--- src/rtl/me_pkg.sv ---
// Shared definitions for the block-matching motion search: FSM states,
// default geometry and the width helper used to size ports.
package me_pkg;

    localparam int ME_BLK_DEF    = 16;
    localparam int ME_RANGE_DEF  = 8;
    localparam int ME_PIX_W_DEF  = 8;
    localparam int ME_NUM_PE_DEF = 4;
    localparam int ME_DIST_W_DEF = 16;

    typedef enum logic [2:0] {
        ST_IDLE,
        ST_RUN,
        ST_DRAIN,
        ST_CMP,
        ST_DONE
    } me_state_e;

    function automatic int me_clog2(input int value);
        int result;
        int v;
        result = 0;
        v      = value - 1;
        while (v > 0) begin
            result = result + 1;
            v      = v >> 1;
        end
        return result;
    endfunction

endpackage

--- src/rtl/sad_pe.sv ---
// One SAD lane: absolute pixel difference folded into a saturating
// accumulator that restarts on the first pixel of each candidate group.
module sad_pe #(
    parameter int PIX_W  = 8,
    parameter int DIST_W = 16
) (
    input  logic              clock,
    input  logic              reset_n,
    input  logic              valid_i,
    input  logic              clear_i,
    input  logic [PIX_W-1:0]  ref_i,
    input  logic [PIX_W-1:0]  srch_i,
    output logic [DIST_W-1:0] acc_o
);

    logic [DIST_W-1:0] acc_q;
    logic [DIST_W-1:0] acc_d;
    logic [DIST_W-1:0] accBase;
    logic [PIX_W-1:0]  absDiff;
    logic [DIST_W:0]   accSum;

    // The extra sum bit catches overflow so the distortion pins at all-ones.
    always_comb begin
        absDiff = (ref_i > srch_i) ? (ref_i - srch_i) : (srch_i - ref_i);
        accBase = clear_i ? '0 : acc_q;
        accSum  = {1'b0, accBase} + (DIST_W+1)'(absDiff);
        acc_d   = acc_q;
        if (valid_i) begin
            acc_d = accSum[DIST_W] ? '1 : accSum[DIST_W-1:0];
        end
    end

    always_ff @(posedge clock or negedge reset_n) begin
        if (!reset_n) begin
            acc_q <= '0;
        end else begin
            acc_q <= acc_d;
        end
    end

    assign acc_o = acc_q;

endmodule

--- src/rtl/motion_search.sv ---
// Full-search SAD motion estimator evaluating NUM_PE horizontal candidates per pass.
// Define ME_EARLY_TERM_EN to cut a pass short once no lane can beat the best.
module motion_search
    import me_pkg::*;
#(
    parameter int  BLK    = ME_BLK_DEF,
    parameter int  RANGE  = ME_RANGE_DEF,
    parameter int  PIX_W  = ME_PIX_W_DEF,
    parameter int  NUM_PE = ME_NUM_PE_DEF,
    parameter int  DIST_W = ME_DIST_W_DEF,
    localparam int SW     = BLK + 2*RANGE,
    localparam int MV_W   = me_clog2(RANGE) + 1,
    localparam int RA_W   = me_clog2(BLK*BLK),
    localparam int SA_W   = me_clog2(SW*SW)
) (
    input  logic                    clock,
    input  logic                    reset_n,
    input  logic                    start,
    output logic                    busy,
    output logic                    done,
    output logic                    ref_rd,
    output logic [RA_W-1:0]         ref_addr,
    input  logic [PIX_W-1:0]        ref_data,
    output logic                    srch_rd,
    output logic [SA_W-1:0]         srch_addr,
    input  logic [NUM_PE*PIX_W-1:0] srch_data,
    output logic [DIST_W-1:0]       best_dist,
    output logic [MV_W-1:0]         mv_x,
    output logic [MV_W-1:0]         mv_y
);

    localparam int            LOG_BLK   = me_clog2(BLK);
    localparam logic [RA_W-1:0] LAST_PIX  = RA_W'(BLK*BLK - 1);
    localparam logic [RA_W-1:0] LAST_LANE = RA_W'(NUM_PE - 1);
    localparam logic [MV_W-1:0] LAST_DY   = MV_W'(2*RANGE - 1);
    localparam logic [MV_W-1:0] LAST_DX0  = MV_W'(2*RANGE - NUM_PE);

    me_state_e         state_q, state_d;
    logic [RA_W-1:0]   cnt_q, cnt_d;
    logic [MV_W-1:0]   dyOff_q, dyOff_d;
    logic [MV_W-1:0]   dx0Off_q, dx0Off_d;
    logic              pixValid_q, pixValid_d;
    logic              pixFirst_q, pixFirst_d;
    logic              haveBest_q, haveBest_d;
    logic [DIST_W-1:0] bestDist_q, bestDist_d;
    logic [MV_W-1:0]   mvX_q, mvX_d;
    logic [MV_W-1:0]   mvY_q, mvY_d;

    logic [DIST_W-1:0] acc [NUM_PE];
    logic [DIST_W-1:0] selAcc;
    logic [SA_W-1:0]   pixRow;
    logic [SA_W-1:0]   pixCol;
    logic              allGe;

    for (genvar k = 0; k < NUM_PE; k++) begin : g_pe
        sad_pe #(
            .PIX_W  (PIX_W),
            .DIST_W (DIST_W)
        ) u_pe (
            .clock   (clock),
            .reset_n (reset_n),
            .valid_i (pixValid_q),
            .clear_i (pixFirst_q),
            .ref_i   (ref_data),
            .srch_i  (srch_data[k*PIX_W +: PIX_W]),
            .acc_o   (acc[k])
        );
    end

    always_comb begin
        selAcc = acc[0];
        for (int k = 0; k < NUM_PE; k++) begin
            if (cnt_q == RA_W'(k)) begin
                selAcc = acc[k];
            end
        end
    end

`ifdef ME_EARLY_TERM_EN
    // Accumulators only reflect the current group from the third RUN cycle on.
    always_comb begin
        allGe = haveBest_q && (cnt_q > RA_W'(1));
        for (int k = 0; k < NUM_PE; k++) begin
            if (acc[k] < bestDist_q) begin
                allGe = 1'b0;
            end
        end
    end
`else
    assign allGe = 1'b0;
`endif

    always_comb begin
        state_d    = state_q;
        cnt_d      = cnt_q;
        dyOff_d    = dyOff_q;
        dx0Off_d   = dx0Off_q;
        haveBest_d = haveBest_q;
        bestDist_d = bestDist_q;
        mvX_d      = mvX_q;
        mvY_d      = mvY_q;
        pixValid_d = (state_q == ST_RUN) && !allGe;
        pixFirst_d = (state_q == ST_RUN) && (cnt_q == '0);
        busy       = (state_q != ST_IDLE);
        done       = (state_q == ST_DONE);
        ref_rd     = (state_q == ST_RUN);
        srch_rd    = (state_q == ST_RUN);
        pixRow     = SA_W'(cnt_q[RA_W-1:LOG_BLK]);
        pixCol     = SA_W'(cnt_q[LOG_BLK-1:0]);
        ref_addr   = ref_rd ? cnt_q : '0;
        srch_addr  = srch_rd ? ((pixRow + SA_W'(dyOff_q)) * SA_W'(SW) + pixCol + SA_W'(dx0Off_q)) : '0;

        case (state_q)
            ST_IDLE: begin
                if (start) begin
                    state_d    = ST_RUN;
                    cnt_d      = '0;
                    dyOff_d    = '0;
                    dx0Off_d   = '0;
                    haveBest_d = 1'b0;
                    bestDist_d = '1;
                    mvX_d      = '0;
                    mvY_d      = '0;
                end
            end
            ST_RUN: begin
                if (allGe || (cnt_q == LAST_PIX)) begin
                    state_d = ST_DRAIN;
                    cnt_d   = '0;
                end else begin
                    cnt_d = cnt_q + RA_W'(1);
                end
            end
            ST_DRAIN: begin
                if (cnt_q == RA_W'(1)) begin
                    state_d = ST_CMP;
                    cnt_d   = '0;
                end else begin
                    cnt_d = cnt_q + RA_W'(1);
                end
            end
            ST_CMP: begin
                // The very first lane seeds the best so a saturated search still reports a vector.
                if (!haveBest_q || (selAcc < bestDist_q)) begin
                    haveBest_d = 1'b1;
                    bestDist_d = selAcc;
                    mvX_d      = dx0Off_q + MV_W'(cnt_q) - MV_W'(RANGE);
                    mvY_d      = dyOff_q - MV_W'(RANGE);
                end
                if (cnt_q == LAST_LANE) begin
                    cnt_d = '0;
                    if (dx0Off_q == LAST_DX0) begin
                        dx0Off_d = '0;
                        if (dyOff_q == LAST_DY) begin
                            state_d = ST_DONE;
                        end else begin
                            dyOff_d = dyOff_q + MV_W'(1);
                            state_d = ST_RUN;
                        end
                    end else begin
                        dx0Off_d = dx0Off_q + MV_W'(NUM_PE);
                        state_d  = ST_RUN;
                    end
                end else begin
                    cnt_d = cnt_q + RA_W'(1);
                end
            end
            ST_DONE: begin
                state_d = ST_IDLE;
            end
            default: begin
                state_d = ST_IDLE;
            end
        endcase
    end

    always_ff @(posedge clock or negedge reset_n) begin
        if (!reset_n) begin
            state_q    <= ST_IDLE;
            cnt_q      <= '0;
            dyOff_q    <= '0;
            dx0Off_q   <= '0;
            pixValid_q <= 1'b0;
            pixFirst_q <= 1'b0;
            haveBest_q <= 1'b0;
            bestDist_q <= '1;
            mvX_q      <= '0;
            mvY_q      <= '0;
        end else begin
            state_q    <= state_d;
            cnt_q      <= cnt_d;
            dyOff_q    <= dyOff_d;
            dx0Off_q   <= dx0Off_d;
            pixValid_q <= pixValid_d;
            pixFirst_q <= pixFirst_d;
            haveBest_q <= haveBest_d;
            bestDist_q <= bestDist_d;
            mvX_q      <= mvX_d;
            mvY_q      <= mvY_d;
        end
    end

    assign best_dist = bestDist_q;
    assign mv_x      = mvX_q;
    assign mv_y      = mvY_q;

endmodule

--- config.mk ---
export PLATFORM = sky130hd
export DESIGN_NAME = motion_search
export DESIGN_NICKNAME = d
export VERILOG_FILES = /design/src/rtl/me_pkg.sv /design/src/rtl/sad_pe.sv /design/src/rtl/motion_search.sv
export SDC_FILE = /design/constraint.sdc
export NUM_CORES = 1
export LEC_CHECK = 0
export CORE_AREA = 2 2 140 142
export DETAILED_ROUTE_END_ITERATION = 12
export DIE_AREA = 0 0 142 144
export PLACE_DENSITY = 0.86
export SYNTH_ARGS = -nofsm -noshare
export SYNTH_HDL_FRONTEND = slang
export SYNTH_SLANG_ARGS = --single-unit
--- constraint.sdc ---
create_clock -name clock -period 7.82 [get_ports clock]
set_input_delay 1.564 -clock clock [delete_from_list [all_inputs] [get_ports clock]]
set_output_delay 1.564 -clock clock [all_outputs]
set_load 0.01 [all_outputs]
==> results.py, run 1 <==
metrics = {
    "setup_path": {
        "worstPathRequired_ps": 8050,
        "crit_fanout": 14,
        "cp_cell_sequence": "clkdlybuf4s50_1 -> inv_1 -> ha_1 -> inv_1 -> fa_1 -> a21o_1 -> a21oi_1 -> o21ai_0 -> o21ai_2 -> mux2_2 -> o21ai_0 -> a21oi_1 -> xnor2_1 -> ha_1 -> nor3_1 -> o21ai_0 -> a31oi_1 -> nor2_1 -> a21o_1 -> o21ai_0 -> o21ai_0",
        "critPathTopFamily": "compound AO/OA/AOI/OAI gates",
        "worstSetupPathType": "in2reg",
        "worstPathBufferInverterCount": 3,
        "cp.arrival_ps": 6830,
        "slowest_delay_ps": 540,
        "worstSetupStartpointType": "input port",
        "end_kind": "flop",
        "crit_top_cell": "o21ai_0",
        "crit_slowest_cell": "clkdlybuf4s50_1",
    },
    "synth": {
        "synth_seq_area_share_pct": 26.6,
        "synth_nets": 1369,
        "synth-edff-count": 0,
        "ys_types": 82,
        "synth-adder-area-share_pct": 17.4,
        "synthCells": 1192,
        "avgSynthCellArea_um2": 8.60,
        "synthMuxAreaShare_pct": 4.72,
        "async_flop_share_pct": 100,
        "ys.flop_type": "dfrtp_1",
        "synth_compound_area_share_pct": 24.6,
        "netlist_area_mm2": 0.0102,
        "synth_top_family_by_area": "compound AO/OA/AOI/OAI gates",
        "yosys.area_share.simple_pct": 15.9,
        "ys_seq_elements": 108,
        "synth_xor_area_share_pct": 4.44,
        "ys.warnings.count": 0,
    },
    "final_layout": {
        "drive_above_1_share_pct": 6.75,
        "area_growth_pct": 13.0,
        "fin_area_mm2": 0.0116,
        "finalNetCount": 1431,
        "fin_cells": 1497,
        "diodes": 0,
        "mostFrequentLayoutCell": "ha_1",
        "final_cell_mix": "ha_1, inv_1, nor2_1, a21oi_1, dfrtp_1",
    },
    "clock_network": {
        "clk_pin_slew_ps": 80,
        "numCtsBuffers": 9,
        "cts_hold_buf": 0,
        "postCtsSetupBuffers": 0,
        "clockBufferDepth": 2,
        "clk_root_buffer_cell": "clkbuf_16",
        "cts_resized": 0,
        "clock_sinks": 108,
        "clkLatencyLatePin_ps": 360,
        "h-tree-depth": 3,
        "cts_tree": "built",
    },
    "place": {
        "hpwl_um": 20200,
        "place_congestion": 1.00,
        "placed_area_mm2": 0.0113,
        "io_buffer_count": 88,
        "dpl.cell_count": 1481,
    },
    "route": {
        "drt_iter0_drc": 740,
        "drt-total-wl_um": 26100,
        "antenna_left": 0,
        "drtPass1Iterations": 5,
        "viasPerCell": 6.11,
        "wl_per_cell_um": 17.4,
        "vias": 9151,
        "drc_errors": 0,
    },
    "die": {
        "die_area_mm2": 0.0204,
        "start_util_pct": 53.7,
        "die-width_um": 142,
        "pin_count": 89,
        "core.rowCount": 51,
        "dieHeight_um": 144,
        "fp.coreArea_mm2": 0.0191,
    },
    "timing": {
        "worstMarginPinSlew_ps": 1180,
        "layout_min_cycle_time_ps": 6600,
        "rsz0062_at_grt": "no",
        "setup_viol": 0,
        "slew_viol_final": 0,
        "slew_headroom_pct": 20.9,
        "fin_skew_ps": 12.3,
        "fin_crit_sh_pct": 84.4,
        "max_freq_mhz": 151,
        "fin_setup_tns_ps": 0,
        "timing.hold.ws_ps": 505,
        "hold_viol_final": 0,
    },
    "power_and_ir_drop": {
        "ir_worst_vdd_mv": 0.276,
        "powerDensity_mw_per_mm2": 398,
        "p_total_mw": 4.61,
        "p_leak_nw": 5.44,
    },
    "global_route": {
        "antenna_found_initial": 0,
        "gr-total-overflow": 0,
        "grt_pass1_wl_um": 42500,
        "grt_max_degree": 88,
        "first_global_vias": 8720,
        "grt_use_total_pct": 25.6,
    },
    "hold_path": {
        "worstHoldPathType": "reg2reg",
    },
    "run": {
        "maxCapViolations": 0,
    },
    "status": {
        "status": "complete, no violations",
    },
}
[worst register-to-register path, cell delays in order (launching register included)]
cell and delay (ps):
dfrtp_1 510, nor4_4 480, nand3_1 910, mux2i_1 540
a211oi_1 130, a21o_1 200, ha_1 310, nand3_1 110
or3_1 440, or2_2 320, a211oi_2 230, o31ai_2 90
o21a_1 210, inv_2 420, a22o_1 230
[worst paths after layout]
| path | from | endpoint | slack [ps] | cells after the start |
|---|---|---|---|---|
| max | ref_data[0] | g_pe[3].u_pe.acc_o[9]$_DFFE_PN0P_ | 1220 | 21 |
| min | best_dist[5]$_DFFE_PN1P_ | best_dist[5]$_DFFE_PN1P_ | 510 | 2 |
| max reg2reg | cnt_q[5]$_DFFE_PN0P_ | mv_x[3]$_DFFE_PN0P_ | 2640 | 14 |
| min reg2reg | best_dist[5]$_DFFE_PN1P_ | best_dist[5]$_DFFE_PN1P_ | 510 | 2 |
| max in group asynchronous | reset_n | pixFirst_q$_DFF_PN0_ | 5360 | 2 |
| min in group asynchronous | reset_n | g_pe[3].u_pe.acc_o[5]$_DFFE_PN0P_ | 1140 | 1 |
[layout make-up]
type | count | area (um2)
Timing Repair Buffer | 96 | 938
Inverter | 115 | 434
Multi-Input combinational cell | 924 | 6880
Sequential cell | 108 | 2730
Clock buffer | 9 | 225
Fill cell | 1594 | 7500
Clock inverter | 7 | 78.8
Tap cell | 238 | 298
[layer usage]
| layer | track usage (%) | share of wire, % | up-vias |
|---|---|---|---|
| li1 | - | - | 4379 |
| met1 | 34.0 | 45 | 4440 |
| met2 | 44.8 | 49 | 294 |
| met3 | 3.15 | 4.4 | 38 |
| met4 | 6.26 | 1.6 | 0 |
| met5 | 0 | 0 | - |
[report_power, final]
group	switching [mW]	leakage, nW	internal, mW
registers	0.216	1.25	0.809
clock network	0.235	0.148	0.228
logic	1.74	4.04	1.38
total	2.19	5.44	2.42
[cells in the mapped netlist, types with 4 or more instances]
| cell type | number | area, um2 |
|---|---|---|
| a211oi_1 | 13 | 97.6 |
| a21o_1 | 39 | 293 |
| a21oi_1 | 93 | 465 |
| a22o_1 | 7 | 61.3 |
| a2bb2oi_1 | 7 | 61.3 |
| a2bb2oi_2 | 9 | 135 |
| a31oi_1 | 24 | 150 |
| a41o_1 | 4 | 40.0 |
| a41oi_1 | 7 | 61.3 |
| and2_1 | 14 | 87.6 |
| and3_1 | 15 | 93.8 |
| buf_2 | 8 | 40.0 |
| clkbuf_1 | 29 | 109 |
| dfrtp_1 | 92 | 2300 |
| dfstp_2 | 16 | 420 |
| fa_1 | 14 | 280 |
| ha_1 | 120 | 1500 |
| inv_1 | 113 | 424 |
| mux2_2 | 11 | 124 |
| mux2i_1 | 36 | 360 |
| nand2_1 | 75 | 282 |
| nand2b_1 | 9 | 56.3 |
| nand3_1 | 25 | 125 |
| nand4_1 | 11 | 68.8 |
| nor2_1 | 105 | 394 |
| nor2b_1 | 40 | 250 |
| nor3_1 | 16 | 80.1 |
| nor4_1 | 4 | 25.0 |
| o2111ai_1 | 4 | 35.0 |
| o211ai_1 | 9 | 67.6 |
| o21a_1 | 9 | 67.6 |
| o21ai_0 | 56 | 280 |
| o21bai_1 | 13 | 97.6 |
| o221ai_1 | 7 | 61.3 |
| o22a_1 | 10 | 87.6 |
| or2_2 | 4 | 25.0 |
| xnor2_1 | 34 | 298 |
| xor2_1 | 18 | 158 |
[state kept, by name (all words and copies together), names as in the netlist]
signal / cells
mv_y: 4
pixFirst_q: 1
state_q: 3
g_pe.u_pe.acc_o: 64
mv_x: 4
haveBest_q: 1
cnt_q: 8
dyOff_q: 4
best_dist: 16
pixValid_q: 1
dx0Off_q: 2
[logic make-up (layout without fill, tap and decap cells)]
| kind of cell | Yosys count | count (layout) |
|---|---|---|
| AND/OR/NAND/NOR | 333 | 333 |
| XOR/XNOR | 52 | 52 |
| AO/OA/AOI/OAI | 357 | 357 |
| multiplexers | 47 | 47 |
| adder cells (fa/ha/maj) | 134 | 134 |
| other | 1 | 1 |
| flip-flops | 108 | 108 |
| buffers and inverters | 160 | 227 |
[metrics by stage]
| step | worst slack [ps] | utilization, % |
|---|---|---|
| 2_1_floorplan | 2180 | - |
| 3_5_place_dp | 988 | 59.1 |
| 6_report | 1220 | 60.7 |
| 5_1_grt | 819 | 60.7 |
| 4_1_cts | 1370 | 60.7 |
| 3_3_place_gp | 1170 | 59.1 |
No activity file was read; power rests on OpenSTA's default activity.
==> run 2, diff against run 1 <==
Settings changed: CORE_AREA 2 2 140 142 to 2 2 141 143, DIE_AREA 0 0 142 144 to 0 0 143 145, PLACE_DENSITY 0.86 to 0.88.
Clock period 7.82 ns to 5.4 ns, I/O delays scaled along.
==> run 2 against run 1 <==
Count of clock-buffer cells in the layout stayed put. Cell count is 6.6% higher. Combinational power is 58% higher. Global-route usage is 0.22 points higher. Hold slack worse by 8.7 ps. Register-to-register slack worse by 1900 ps. Worst setup slack worse by 1000 ps. First-iteration DRC count is 8.6% higher. Clock power is 48% higher. Power is 54% higher. Non-clock buffer count is 72 higher. Critical path type unchanged. Largest power group unchanged.
==> results.py, run 2 (synthesis gave the netlist of run 1 again) <==
metrics = {
    "setup_path": {
        "worstSetupPathType": "in2reg",
        "crit_fanout": 8,
        "r2r-start": "cnt_q[5]$_DFFE_PN0P_",
        "worst_r2r_endpoint": "mv_x[3]$_DFFE_PN0P_",
        "end_kind": "flop",
        "reg2reg_slack_ps": 750,
        "critPathLaunch": "ref_data[0]",
        "cp.arrival_ps": 5440,
        "worstSetupStartpointType": "input port",
        "worst_r2r_path_depth": 15,
        "worstPathRequired_ps": 5660,
    },
    "hold_path": {
        "holdPathStages": 2,
        "holdPathEnd": "best_dist[1]$_DFFE_PN1P_",
        "worstHoldStart": "best_dist[1]$_DFFE_PN1P_",
        "worstHoldPathType": "reg2reg",
    },
    "timing": {
        "slew_headroom_pct": 41.4,
        "layout_min_cycle_time_ps": 5180,
        "max_freq_mhz": 193,
        "setup_viol": 0,
        "worstMarginPinSlew_ps": 879,
        "rsz0062_at_grt": "yes",
        "fin_crit_sh_pct": 96.0,
        "fin_skew_ps": 10.3,
        "slew_viol_final": 0,
        "hold_viol_final": 0,
    },
    "global_route": {
        "grt_pass1_wl_um": 44000,
        "gr-usage-met3_pct": 3.83,
        "grt_use_met2_pct": 45.2,
        "globalRoute.busiestLayer": "met2",
        "grt_use_total_pct": 25.9,
        "grt_max_degree": 87,
        "grt_use_met1_pct": 33.1,
        "antenna_found_initial": 0,
        "gr-total-overflow": 0,
        "first_global_vias": 9337,
    },
    "final_layout": {
        "finalNetCount": 1503,
        "largest_reg_flops": 64,
        "multi_input_area_mm2": 0.00689,
        "mostFrequentLayoutCell": "ha_1",
        "drive_above_1_share_pct": 12.0,
        "fin_cells": 1596,
        "final_cell_mix": "ha_1, inv_1, nor2_1, a21oi_1, dfrtp_1",
        "fillCellCount": 1498,
        "area_growth_pct": 18.8,
        "finalCoreUtilization_pct": 63.4,
        "seq_area_mm2": 0.00273,
        "diodes": 0,
    },
    "place": {
        "place_congestion": 0.948,
        "hpwl_um": 20700,
        "dpl.cell_count": 1580,
        "io_buffer_count": 88,
    },
    "route": {
        "drc_errors": 0,
        "wl_per_cell_um": 16.7,
        "drt-total-wl_um": 26700,
        "drt_iter0_drc": 804,
        "vias": 9440,
        "viasPerCell": 5.91,
        "drtPass1Iterations": 5,
        "antenna_left": 0,
    },
    "clock_network": {
        "clk_pin_slew_ps": 80,
        "cts_resized": 0,
        "cts_hold_buf": 0,
        "h-tree-depth": 3,
        "cts_tree": "built",
        "numCtsBuffers": 9,
        "clk_root_buffer_cell": "clkbuf_16",
        "clockBufferDepth": 2,
        "postCtsSetupBuffers": 0,
        "clkLatencyLatePin_ps": 370,
        "clock_sinks": 108,
    },
    "power_and_ir_drop": {
        "p_leak_nw": 5.79,
        "ir_worst_vdd_mv": 0.352,
        "powerDensity_mw_per_mm2": 585,
    },
    "die": {
        "fp.coreArea_mm2": 0.0192,
        "die_area_mm2": 0.0207,
        "start_util_pct": 53.4,
        "pin_count": 89,
        "dieHeight_um": 145,
        "die-width_um": 143,
        "core.rowCount": 51,
    },
    "status": {
        "status": "complete, no violations",
    },
    "run": {
        "maxCapViolations": 0,
    },
}
## run 2: layout make-up
class,count,area share (%)
clock buffer,9,1.85
clock inverter,7,0.637
sequential,108,22.4
timing repair buffer,168,12.3
multi-input combinational,924,56.6
inverter,115,3.57
tap,265,2.72
## run 2: power by group
part | switching, mW | leakage (nW) | internal, mW
logic | 2.62 | 4.39 | 2.30
registers | 0.340 | 1.25 | 1.17
clock network | 0.355 | 0.146 | 0.332
## run 2: critical path: stages
cell and delay (ps):
clkdlybuf4s50_1 430, inv_2 120, ha_1 150, inv_1 60, fa_1 400, a21o_1 190
a21oi_1 170, o21ai_0 120, o21ai_2 280, mux2i_1 370, o21ai_0 140, a21oi_1 210
xnor2_1 140, ha_1 270, nor3_1 250, nor2_1 70, a31oi_1 240, nor2_1 110
a21o_1 260, buf_4 200, o22a_1 180
## run 2: how the worst max path moves through the flow
stage                                              end  slack, ps
detailed placement  g_pe[1].u_pe.acc_o[11]$_DFFE_PN0P_       -140
global route         g_pe[3].u_pe.acc_o[3]$_DFFE_PN0P_         -3
finish               g_pe[3].u_pe.acc_o[3]$_DFFE_PN0P_        220
CTS                 g_pe[1].u_pe.acc_o[11]$_DFFE_PN0P_        230
floorplan            g_pe[3].u_pe.acc_o[9]$_DFFE_PN0P_        250
global placement     g_pe[1].u_pe.acc_o[0]$_DFFE_PN0P_        -70
## run 2: per-layer routing
layer	share of wire (%)	wire length [um]	vias up
met3	6.1	1620	50
li1	-	-	4518
met2	50	13300	373
met1	42	11200	4499
met4	2.1	565	0
met5	0	0	-
## run 2: per-stage QoR
step / worst slack (ps) / cell area, um2 / power, mW / hold WS, ps / TNS [ps]
2_1_floorplan: 249 / 10200 / 4.90 / 470 / 0
3_3_place_gp: -68.8 / 11900 / 6.10 / 483 / -139
3_5_place_dp: -138 / 11900 / 6.33 / 487 / -1460
4_1_cts: 230 / 12200 / 7.06 / 503 / 0
5_1_grt: -2.93 / 12200 / 7.70 / 516 / -2.93
6_report: 219 / 12200 / 7.12 / 497 / 0
